File: config.mk
export PLATFORM = sky130hd
export DESIGN_NAME = data_mem_arbiter
export DESIGN_NICKNAME = d
export VERILOG_FILES = /design/src/rtl/data_mem_pkg.sv /design/src/rtl/rr_arbiter2.sv /design/src/rtl/data_mem_arbiter.sv
export SDC_FILE = /design/constraint.sdc
export NUM_CORES = 1
export LEC_CHECK = 0
export CAP_MARGIN = 20
export CORE_MARGIN = 1
export CORE_UTILIZATION = 50
export CTS_CLUSTER_DIAMETER = 150
export DETAILED_ROUTE_END_ITERATION = 10
export PLACE_DENSITY = 0.92
export SKIP_LAST_GASP = 1
export SYNTH_ARGS = -nofsm -noshare
export SYNTH_HDL_FRONTEND = slang
export SYNTH_SLANG_ARGS = --single-unit
File: constraint.sdc
create_clock -name i_clk -period 11 [get_ports i_clk]
set_clock_uncertainty 0.2 [all_clocks]
set_input_delay 2.2 -clock i_clk [delete_from_list [all_inputs] [get_ports i_clk]]
set_output_delay 2.2 -clock i_clk [all_outputs]
set_load 0.005 [all_outputs]
File: src/rtl/data_mem_pkg.sv
// data_mem_pkg: shared FSM states, default sizing and byte-lane helpers for data_mem_arbiter
package data_mem_pkg;
  typedef enum logic [2:0] {IDLE, BYTE0, BYTE1, BYTE2, DONE} state_t;
  localparam int MEM_BYTES_DEF = 128;
  localparam int PROT_LIMIT_DEF = 10;
  localparam logic [1:0] LANE0 = 2'd0;
  localparam logic [1:0] LANE1 = 2'd1;
  localparam logic [1:0] LANE2 = 2'd2;
  function automatic logic [1:0] lane_of(state_t s);
    return s == BYTE1 ? LANE1 : s == BYTE2 ? LANE2 : LANE0;
  endfunction
  function automatic logic [7:0] word_byte(logic [23:0] w, logic [1:0] lane);
    return lane == LANE0 ? w[23:16] : lane == LANE1 ? w[15:8] : w[7:0];
  endfunction
endpackage

File: src/rtl/rr_arbiter2.sv
// rr_arbiter2: two-way round-robin grant; the pointer names the last winner
module rr_arbiter2 (
  input  logic [1:0] i_req,
  input  logic       i_ptr,
  input  logic       i_en,
  output logic [1:0] o_gnt,
  output logic       o_ptr_next
);
  assign o_gnt[0]   = i_en && i_req[0] && (!i_req[1] || i_ptr);
  assign o_gnt[1]   = i_en && i_req[1] && (!i_req[0] || !i_ptr);
  assign o_ptr_next = |o_gnt ? o_gnt[1] : i_ptr;
endmodule

File: src/rtl/data_mem_arbiter.sv
// data_mem_arbiter: arbitrates two word requesters onto a byte-wide memory with write remap and range check
module data_mem_arbiter
  import data_mem_pkg::*;
#(
  parameter int MEM_BYTES  = MEM_BYTES_DEF,
  parameter int PROT_LIMIT = PROT_LIMIT_DEF
) (
  input  logic                         i_clk,
  input  logic                         i_rst_n,
  input  logic                         i_req0,
  input  logic                         i_req1,
  input  logic                         i_write0,
  input  logic                         i_write1,
  input  logic [23:0]                  i_addr0,
  input  logic [23:0]                  i_addr1,
  input  logic [23:0]                  i_wdata0,
  input  logic [23:0]                  i_wdata1,
  output logic                         o_done0,
  output logic                         o_done1,
  output logic [23:0]                  o_rdata,
  output logic                         o_err,
  output logic                         o_busy,
  output logic [$clog2(MEM_BYTES)-1:0] o_mem_addr,
  output logic [7:0]                   o_mem_wdata,
  output logic                         o_mem_we,
  input  logic [7:0]                   i_mem_rdata
);
  localparam int AW = $clog2(MEM_BYTES);
  state_t          r_state, w_next;
  logic            r_ptr, w_ptr_next;
  logic [1:0]      w_gnt;
  logic            w_take, w_sel, w_write_in, w_oob;
  logic [23:0]     w_addr_in, w_wdata_in, w_eff_in;
  logic            r_port, r_write;
  logic [AW-1:0]   r_eff;
  logic [23:0]     r_wdata;
  logic [15:0]     r_buf;
  logic            w_cur_port, w_cur_write, w_is_byte;
  logic [AW-1:0]   w_cur_eff;
  logic [23:0]     w_cur_wdata;
  logic [1:0]      w_lane;
  logic            r_done0, r_done1, r_err, r_busy, r_mem_we;
  logic [AW-1:0]   r_mem_addr;
  logic [7:0]      r_mem_wdata;
  logic [23:0]     r_rdata;

  rr_arbiter2 u_rr (
    .i_req      ({i_req1, i_req0}),
    .i_ptr      (r_ptr),
    .i_en       (r_state == IDLE),
    .o_gnt      (w_gnt),
    .o_ptr_next (w_ptr_next)
  );

  assign w_take     = |w_gnt;
  assign w_sel      = w_gnt[1];
  assign w_write_in = w_sel ? i_write1 : i_write0;
  assign w_addr_in  = w_sel ? i_addr1  : i_addr0;
  assign w_wdata_in = w_sel ? i_wdata1 : i_wdata0;
  assign w_eff_in   = (w_write_in && w_addr_in < 24'(PROT_LIMIT)) ? w_addr_in + 24'(PROT_LIMIT) : w_addr_in;
  assign w_oob      = ({1'b0, w_eff_in} + 25'd2) >= 25'(MEM_BYTES);

  // The transaction being set up this edge: fresh request in IDLE, latched one otherwise
  assign w_cur_port  = w_take ? w_sel : r_port;
  assign w_cur_write = w_take ? w_write_in : r_write;
  assign w_cur_eff   = w_take ? w_eff_in[AW-1:0] : r_eff;
  assign w_cur_wdata = w_take ? w_wdata_in : r_wdata;
  assign w_is_byte   = w_next == BYTE0 || w_next == BYTE1 || w_next == BYTE2;
  assign w_lane      = lane_of(w_next);

  // State register
  always_ff @(posedge i_clk or negedge i_rst_n) begin
    if (!i_rst_n) begin
      r_state <= IDLE;
      r_ptr   <= 1'b1;
    end else begin
      r_state <= w_next;
      r_ptr   <= w_ptr_next;
    end
  end

  // Next-state: out-of-range requests skip the byte phases entirely
  always_comb begin
    w_next = r_state;
    case (r_state)
      IDLE:    w_next = w_take ? (w_oob ? DONE : BYTE0) : IDLE;
      BYTE0:   w_next = BYTE1;
      BYTE1:   w_next = BYTE2;
      BYTE2:   w_next = DONE;
      default: w_next = IDLE;
    endcase
  end

  // Registered (Moore) outputs derived from the state being entered, plus read assembly
  always_ff @(posedge i_clk or negedge i_rst_n) begin
    if (!i_rst_n) begin
      r_port      <= 1'b0;
      r_write     <= 1'b0;
      r_eff       <= '0;
      r_wdata     <= '0;
      r_buf       <= '0;
      r_done0     <= 1'b0;
      r_done1     <= 1'b0;
      r_err       <= 1'b0;
      r_busy      <= 1'b0;
      r_mem_we    <= 1'b0;
      r_mem_addr  <= '0;
      r_mem_wdata <= '0;
      r_rdata     <= '0;
    end else begin
      if (w_take) begin
        r_port  <= w_sel;
        r_write <= w_write_in;
        r_eff   <= w_eff_in[AW-1:0];
        r_wdata <= w_wdata_in;
      end
      r_busy   <= w_next != IDLE;
      r_mem_we <= w_is_byte && w_cur_write;
      if (w_is_byte) begin
        r_mem_addr  <= w_cur_eff + AW'(w_lane);
        r_mem_wdata <= word_byte(w_cur_wdata, w_lane);
      end
      r_done0 <= w_next == DONE && !w_cur_port;
      r_done1 <= w_next == DONE && w_cur_port;
      r_err   <= r_state == IDLE && w_next == DONE;
      if (!r_write && r_state == BYTE0) r_buf[15:8] <= i_mem_rdata;
      if (!r_write && r_state == BYTE1) r_buf[7:0] <= i_mem_rdata;
      if (!r_write && r_state == BYTE2) r_rdata <= {r_buf, i_mem_rdata};
    end
  end

  assign o_done0     = r_done0;
  assign o_done1     = r_done1;
  assign o_err       = r_err;
  assign o_busy      = r_busy;
  assign o_mem_we    = r_mem_we;
  assign o_mem_addr  = r_mem_addr;
  assign o_mem_wdata = r_mem_wdata;
  assign o_rdata     = r_rdata;
endmodule

======== Word level (Yosys, flattened, before mapping) ========
Index checks and enable logic that the tools add are counted.
operators by class
  muxes and demuxes ....................... 15
  reductions and logical operators ........ 25
  $add $sub $neg .......................... 3
  eq/ne operators ......................... 8
  $lt $le $gt $ge ......................... 2
operator list
  kind                                                          number
  two-way mux 24 bit                                            4
  adder 24 x 2 -> 25 bit (second input constant)                1
  >= comparator 25 x 8 -> 1 bit (second input constant)         1
  adder 24 x 4 -> 24 bit (second input constant)                1
  less-than comparator 24 x 4 -> 1 bit (second input constant)  1
  two-way mux 8 bit                                             2
  equality test 3 x 2 -> 1 bit (second input constant)          4
  logical AND 1 bit                                             12
  case mux 3 bit (4 select lines)                               1
  adder 7 x 2 -> 7 bit                                          1
  two-way mux 7 bit                                             1
  equality test 3 x 1 -> 1 bit (second input constant)          2
  two-way mux 3 bit                                             2
  zero test 1 bit                                               5
  logical OR 1 bit                                              4
  two-way mux 2 bit                                             2
  equality test 3 bit (second input constant)                   1
  zero test 3 bit                                               1
  two-way mux 1 bit                                             3
  nonzero test 3 bit                                            1
  equality test 2 x 1 -> 1 bit (second input constant)          1
  zero test 2 bit                                               1
  OR reduction 2 bit                                            1
word-level totals
  register bits ........................... 97
  input bits .............................. 110
  output and inout port bits .............. 44

======== Logic depth before layout (Yosys ltp) ========
Gate-level depths: netlist of run 1.
  depth in word-level cells ............... 18
  depth in mapped cells ................... 16

======== By module ========
From an unflattened synthesis of run 1, not the netlist that was laid out.
second synthesis, totals
  cell total of the unflattened synthesis .. 487
  area total of the unflattened synthesis .. 5233.8 um^2
modules (own cells, without submodules)
  module            times used  sequential area each (um^2)  area an instance (um^2)  cells an instance
  data_mem_arbiter  1           2428.6                       5197.5                   480
  rr_arbiter2       1           0.0                          36.3                     7

======== Worst setup path before layout of run 1 ========
OpenSTA, ideal clock, no wires.
  path kind ............................... in2reg
  start point ............................. input i_req1
  end point ............................... register r_mem_addr[6], in the netlist o_mem_addr[6]
  setup slack ............................. 5.472 ns
  path buffers ............................ 3
  required time ........................... 10.675 ns
  cell stages on the path ................. 14
  arrival ................................. 5.203 ns
  library setup time ...................... 0.125 ns
  cell sequence ........................... a21bo_2 nor2_2 buf_2 buf_1 clkbuf_1 nand2_1 a31oi_1 ha_1 inv_1 fa_1 o31ai_1 nand4_1 xnor2_1 mux2_2
RTL lines
  element                               line                     text
  start: declaration                    data_mem_arbiter.sv:11   input logic i_req1,
  logical AND 1 bit (2 in a row)        rr_arbiter2.sv:10        assign o_gnt[1] = i_en && i_req[1] && (!i_req[0] || !i_ptr);
  two-way mux 24 bit                    data_mem_arbiter.sv:58   assign w_addr_in = w_sel ? i_addr1 : i_addr0;
  less-than comparator 24 x 4 -> 1 bit  data_mem_arbiter.sv:60   assign w_eff_in = (w_write_in && w_addr_in < 24'(PROT_LIMIT)) ? w_addr_in + 24'(PROT_LIMIT) : w_addr_in;
  logical AND 1 bit                     data_mem_arbiter.sv:60
  two-way mux 24 bit                    data_mem_arbiter.sv:60
  two-way mux 7 bit *                   -
  net w_cur_eff[0]                      data_mem_arbiter.sv:39   logic [AW-1:0] w_cur_eff;
  adder 7 x 2 -> 7 bit *                data_mem_arbiter.sv:120  r_mem_addr <= w_cur_eff + AW'(w_lane);
  end signal: assignment                data_mem_arbiter.sv:120
  end: declaration                      data_mem_arbiter.sv:43   logic [AW-1:0] r_mem_addr;
Mark *: on every way through the listed nets, which the timed path passes. The rest lies on a longest branch.
A chain may end at the register's enable or synchronous reset.

======== Final worst setup path of run 1 ========
  start point ............................. input i_req1
  end point ............................... register r_mem_addr[6], in the netlist o_mem_addr[6]
between the ends
  word-level cells in the longest chain between the ends .. 15
RTL lines
  element                               line                                        text
  logical AND 1 bit (2 in a row)        rr_arbiter2.sv:10
  two-way mux 24 bit                    data_mem_arbiter.sv:58
  less-than comparator 24 x 4 -> 1 bit  data_mem_arbiter.sv:60
  logical AND 1 bit                     data_mem_arbiter.sv:60
  two-way mux 24 bit                    data_mem_arbiter.sv:60
  adder 24 x 2 -> 25 bit                data_mem_arbiter.sv:61                      assign w_oob = ({1'b0, w_eff_in} + 25'd2) >= 25'(MEM_BYTES);
  >= comparator 25 x 8 -> 1 bit         data_mem_arbiter.sv:61
  two-way mux 3 bit (2 in a row)        data_mem_arbiter.sv:86                      IDLE: w_next = w_take ? (w_oob ? DONE : BYTE0) : IDLE;
  case mux 3 bit (4 select lines)       data_mem_arbiter.sv:85                      case (r_state)
  equality test 3 x 2 -> 1 bit          data_mem_pkg.sv:10, data_mem_arbiter.sv:68
  two-way mux 2 bit (2 in a row)        data_mem_pkg.sv:10                          return s == BYTE1 ? LANE1 : s == BYTE2 ? LANE2 : LANE0;
  adder 7 x 2 -> 7 bit                  data_mem_arbiter.sv:120
Several ways; a longest one is shown, not always the timed one.

==> reports/qor.yml, run 1 <==
synthesis:
  yosysSeqAreaShare: 0.471
  synthArstFlopShare: 1.00
  synth_area_per_cell_um2: 10.1
  synth_fp_nets: 623
  synthTopCellsByCount: "96 x dfrtp_1, 70 x nand2_1, 47 x mux2_2, 47 x o21ai_0, 25 x o22ai_1"
  synth_flop_cell: "dfrtp_1"
  synth_edf_count: 0
  synthTopCellsByArea: "dfrtp_1 47%, mux2_2 10%, nand2_1 5.1%"
  synthCells: 509
  ys_warn_count: 0
  ys_ff_latch: 97
  synth_top_area_frac: 0.465
  synth.most_common_cell: "dfrtp_1"
  ys_types: 67
  synth_area_um2: 5160
  synth_area_leader_cell: "dfrtp_1"
power_and_ir_drop:
  pwr-share-clk: 0.280
  p_int_mw: 0.557
  p_seq_frac: 0.494
  peakVddDrop_mv: 0.0878
  power.density_nw_per_um2: 115
  p_switching_mw: 0.252
  combPwrFrac: 0.226
  leakage_nw: 2.92
  swShare: 0.312
cts:
  cts_tree: "yes"
  clk-insertion-delay-late_ps: 370
  cts-buffers-inserted: 9
  path_clk_slew_ps: 110
  post_cts_buffers: 0
  clk_path_buf_depth: 2
  cts_max_level: 3
  cts.sinks: 97
  cts-hold-fix-buffers: 0
  root_buffer: "clkbuf_8"
  cts_resized: 0
critical_path:
  end_kind: "flop"
  cp-start-kind: "input port"
  critical_path_buf_inv_count: 2
  crit_path_cell_trace: "clkdlybuf4s50_1 > a21bo_2 > nor2_2 > buf_4 > nor3_1 > nor2_1 > xnor2_1 > mux2i_1 > fa_1 > o31ai_1 > nand4_1 > xnor2_1 > mux2_2"
  path_max_fanout: 32
  crit_type: "in -> reg"
  worstPathRequired_ps: 11060
  slowest_stage: "clkdlybuf4s50_1"
  crit_family: "buffers and inverters"
  arrival_ps: 6290
  cp_common_cell: "xnor2_1"
  slowest_delay_ps: 570
  rrSetupSlack_ps: 6450
route:
  wl_per_cell_um: 19.5
  wl_um: 15400
  dr.pass1.iters: 5
  drc: 0
  avgViaCountPerCell: 6.15
  vias: 4874
  antenna_left: 0
  first_iter_violations: 272
global_routing:
  grt_max_degree: 57
  grt_usage: 0.291
  grt_pass1_wl_um: 25000
  grt_overflow: 0
  grt_pass1_vias: 4964
  antenna_found_initial: 0
finish:
  diodes: 0
  drive_above_1_share: 0.141
  area_growth_pct: 36.1
  fin_util: 0.709
  fin_nets: 769
placement:
  gp_congestion: 0.953
  io_buffers: 153
  place_hpwl_um: 11800
floorplan:
  rows: 36
  design.core.area_um2: 9910
  die_width_um: 104
  pin_count: 154
  fp.dieH_um: 104
  dieArea_um2: 10700
  start_util: 0.521
timing:
  fmax_ghz: 0.161
  drv_slew: 0
  relSlewSlack: 0.361
  final_hold_viol_count: 0
  tightest_slew_ps: 958
  setup_viol_count_final: 0
  rsz0062_at_grt: "false"
  post-route-period-util: 0.566
  fin_crit_ps: 6220
  setup_tns_ps: 0
flow_run:
  drv_cap: 0
run_status:
  status: "completed"
min_path:
  hold_path_class: "reg -> reg"
cells by family (layout without fill, tap and decap cells):
logic type,Yosys count,after routing,share of synthesized area
adder cells (fa/ha/maj),4,4,0.0112
multiplexers,64,64,0.145
buffers and inverters,34,185,0.0274
flip-flops,97,97,0.471
AND/OR/NAND/NOR,177,177,0.175
AO/OA/AOI/OAI,126,126,0.159
XOR/XNOR,7,7,0.0119
metal layers:
metal / track usage / wire length (um) / up-vias
met2: 0.500 / 7710 / 249
met4: 0.109 / 369 / 0
met3: 0.0466 / 1060 / 34
li1: - / - / 2193
met5: 0 / 0 / -
met1: 0.371 / 6300 / 2398
worst reg2reg max path, cell delays in order, from the launching register on:
cell and delay (ps):
dfrtp_1 570, or3_1 650, nor2_2 450, buf_4 430, nor3_1 130, nor2_1 180, xnor2_1 180, mux2i_1 160
fa_1 520, o31ai_1 360, nand4_1 180, xnor2_1 170, mux2_2 270
final timing paths:
kind / start / end / cells after the start
max in group asynchronous: i_rst_n / o_mem_addr[3] / 2
worst max register to register: r_state[1] / o_mem_addr[6] / 12
min in group asynchronous: i_rst_n / o_rdata[0] / 1
worst min register to register: r_ptr / r_ptr / 2
worst max-delay path: i_req1 / o_mem_addr[6] / 13
worst min-delay path: r_ptr / r_ptr / 2
cells in the final DEF (no fill, tap or decap), drive strengths merged, types with 3 or more instances in the layout:
master,instances
o21ai,48
nor4b,3
clkinv,4
buf,7
mux2,55
nand4b,3
nand2,70
nor3,19
ha,3
or3,3
a211oi,3
a21o,3
nor2b,4
a21oi,5
clkdlybuf4s50,152
nor2,25
o211ai,5
a31oi,10
inv,12
and4,3
o22ai,25
nor4,11
o31ai,5
mux2i,8
clkbuf,9
xnor2,6
nand3,18
nand4,8
dfrtp,96
sequential cells by signal, indices dropped and copies added (netlist names), 3 cells and up:
register     cells
r_eff            7
r_buf           16
o_mem_addr       7
o_rdata         24
r_wdata         24
o_mem_wdata      8
r_state          3
power by group through the flow:
stage	clock, mW	combinational [mW]	sequential, mW
floorplan	0	0.0890	0.402
global placement	0	0.174	0.404
detailed placement	0	0.180	0.406
CTS	0.230	0.181	0.399
global route	0.243	0.200	0.402
finish	0.227	0.183	0.400
final cells by class:
cell class	instances	area, um2
timing repair buffer	159	1590
tap	133	166
sequential	97	2430
inverter	10	37.5
fill	736	2890
clock inverter	7	72.6
clock buffer	9	124
multi-input combinational	378	2610
per-stage QoR:
step	hold slack [ps]	instance area, um2	cells	worst slack [ps]	power, mW
after floorplan	244	5160	509	5470	0.491
after global placement	255	6800	775	4520	0.578
after detailed placement	267	6800	775	4430	0.586
after CTS	284	7000	791	4830	0.810
after global routing	314	7020	793	4560	0.845
final	288	7020	793	4780	0.810
(Power assumes the default switching activity.)
==> run 2, diff against run 1 <==
--- a/config.mk
+++ b/config.mk
@@ -7,10 +7,10 @@
 export LEC_CHECK = 0
 export CAP_MARGIN = 20
 export CORE_MARGIN = 1
-export CORE_UTILIZATION = 50
+export CORE_UTILIZATION = 48
 export CTS_CLUSTER_DIAMETER = 150
 export DETAILED_ROUTE_END_ITERATION = 10
-export PLACE_DENSITY = 0.92
+export PLACE_DENSITY = 0.89
 export SKIP_LAST_GASP = 1
 export SYNTH_ARGS = -nofsm -noshare
 export SYNTH_HDL_FRONTEND = slang
==> constraint.sdc (replaced) <==
create_clock -name i_clk -period 5.8 [get_ports i_clk]
set_clock_uncertainty 0.2 [all_clocks]
set_input_delay 1.16 -clock i_clk [delete_from_list [all_inputs] [get_ports i_clk]]
set_output_delay 1.16 -clock i_clk [all_outputs]
set_load 0.005 [all_outputs]
==> reports/qor.yml, run 2 (synthesis results as in run 1) <==
timing:
  relSlewSlack: 0.400
  fin_crit_ps: 4930
  final_hold_viol_count: 0
  rsz0062_at_grt: "false"
  post-route-period-util: 0.850
  setup_viol_count_final: 0
  fmax_ghz: 0.203
  setup_tns_ps: 0
  whs_ps: 281
  drv_slew: 0
  tightest_slew_ps: 897
critical_path:
  crit_path_cell_trace: "clkdlybuf4s50_1 > a21boi_1 > nand2_1 > buf_4 > nand2_1 > nand2_1 > ha_1 > nor4b_1 > nor4bb_1 > o21ai_0 > nand4_1 > xnor2_1 > mux2_1"
  crit_type: "in -> reg"
  r2r-start: "r_state[1]"
  path_max_fanout: 16
  slowest_delay_ps: 560
  end_kind: "flop"
  slowest_stage: "clkdlybuf4s50_1"
  arrival_ps: 5000
  r2r_end: "o_mem_addr[6]"
  worstPathRequired_ps: 5860
  reg2reg_depth: 11
  cp-start-kind: "input port"
  cp_common_cell: "nand2_1"
  rrSetupSlack_ps: 1410
route:
  first_iter_violations: 383
  avgViaCountPerCell: 6.08
  vias: 4872
  wl_per_cell_um: 19.7
  wl_um: 15800
  drc: 0
  highest_layer: "met4"
  met3_length_um: 1190
  dr_wl_met2_um: 7650
  antenna_left: 0
  dr.pass1.iters: 5
  drt-met1-wl_um: 6570
floorplan:
  start_util: 0.498
  pin_count: 154
  dieArea_um2: 11200
  rows: 37
  fp.dieH_um: 106
  design.core.area_um2: 10400
  die_width_um: 106
cts:
  cts_resized: 0
  root_buffer: "clkbuf_8"
  cts.sinks: 97
  cts-hold-fix-buffers: 0
  cts-buffers-inserted: 9
  clk_path_buf_depth: 2
  cts_max_level: 3
  path_clk_slew_ps: 100
  clk-insertion-delay-late_ps: 370
  cts_tree: "yes"
  post_cts_buffers: 0
finish:
  layout_common_cells: "152 x clkdlybuf4s50_1, 96 x dfrtp_1, 70 x nand2_1, 47 x o21ai_0, 47 x mux2_2"
  num-fill-cells: 791
  fin_nets: 774
  area_growth_pct: 37.4
  final_common_cell: "clkdlybuf4s50_1"
  area.sequential_um2: 2430
  diodes: 0
  multiInputGateArea_um2: 2610
  drive_above_1_share: 0.147
run_status:
  status: "completed"
min_path:
  hold_path_class: "reg -> reg"
  holdPathStages: 2
  whs_endpoint: "r_ptr"
  hp-start: "r_ptr"
power_and_ir_drop:
  peakVddDrop_mv: 0.154
  swShare: 0.301
  combPwrFrac: 0.224
  power.density_nw_per_um2: 222
  pwr-share-clk: 0.294
  p_seq_frac: 0.482
  p_switching_mw: 0.474
  p_int_mw: 1.10
  total_power_mw: 1.58
  leakage_nw: 2.96
placement:
  gp_congestion: 0.944
  io_buffers: 153
  place_hpwl_um: 11700
global_routing:
  grt_pass1_vias: 4805
  antenna_found_initial: 0
  grt_pass1_wl_um: 25000
  grt_overflow: 0
  grt_max_degree: 97
  grt_usage: 0.290
flow_run:
  drv_cap: 0
==> run 2: worst max path at each step <==
stage	startpoint	depth (start not counted)	slack [ps]	end
floorplan	i_req1	14	1310	o_mem_addr[6]
global placement	i_req1	13	830	o_mem_addr[6]
detailed placement	i_req1	14	570	o_mem_addr[5]
CTS	i_req1	14	980	o_mem_addr[5]
global route	i_req1	13	630	o_mem_addr[5]
finish	i_req1	13	870	o_mem_addr[5]
==> run 2: stage by stage <==
step / util / cells / setup WS (ps) / area, um2
after floorplan: - / 509 / 1310 / 5160
final: 0.684 / 801 / 868 / 7090
after CTS: 0.680 / 799 / 981 / 7050
after global routing: 0.684 / 801 / 629 / 7090
after global placement: 0.660 / 783 / 828 / 6840
after detailed placement: 0.660 / 783 / 570 / 6840
==> run 2: area by class of cell <==
| class | count | share of cell area |
|---|---|---|
| well taps | 136 | 0.0240 |
| clock buffers | 9 | 0.0175 |
| inverters | 10 | 0.00529 |
| multi-input cells | 378 | 0.368 |
| clock inverters | 7 | 0.0116 |
| repair buffers | 164 | 0.231 |
| flip-flops and latches | 97 | 0.342 |
==> run 2: power by group through the flow <==
stage                     Clock [mW]  Combinational [mW]  Sequential (mW)
final                          0.463               0.354            0.759
after global routing           0.495               0.383            0.763
after CTS                      0.471               0.346            0.757
after detailed placement           0               0.344            0.768
after global placement             0               0.334            0.767
after floorplan                    0               0.169            0.763
==> run 2: critical path, delay by kind of cell <==
| kind | cells | cell delay [ps] |
|---|---|---|
| muxes | 1 | 300 |
| buffers and inverters | 2 | 890 |
| and+or+nand+nor | 6 | 1250 |
| adders and majority gates | 1 | 300 |
| xor gates and xnor gates | 1 | 180 |
| AOI/OAI and AO/OA | 2 | 920 |
==> run 2: layer usage <==
layer | up-vias | global-route usage
met5 | - | 0
met4 | 0 | 0.102
met3 | 37 | 0.0588
met2 | 230 | 0.477
met1 | 2395 | 0.381
li1 | 2210 | -
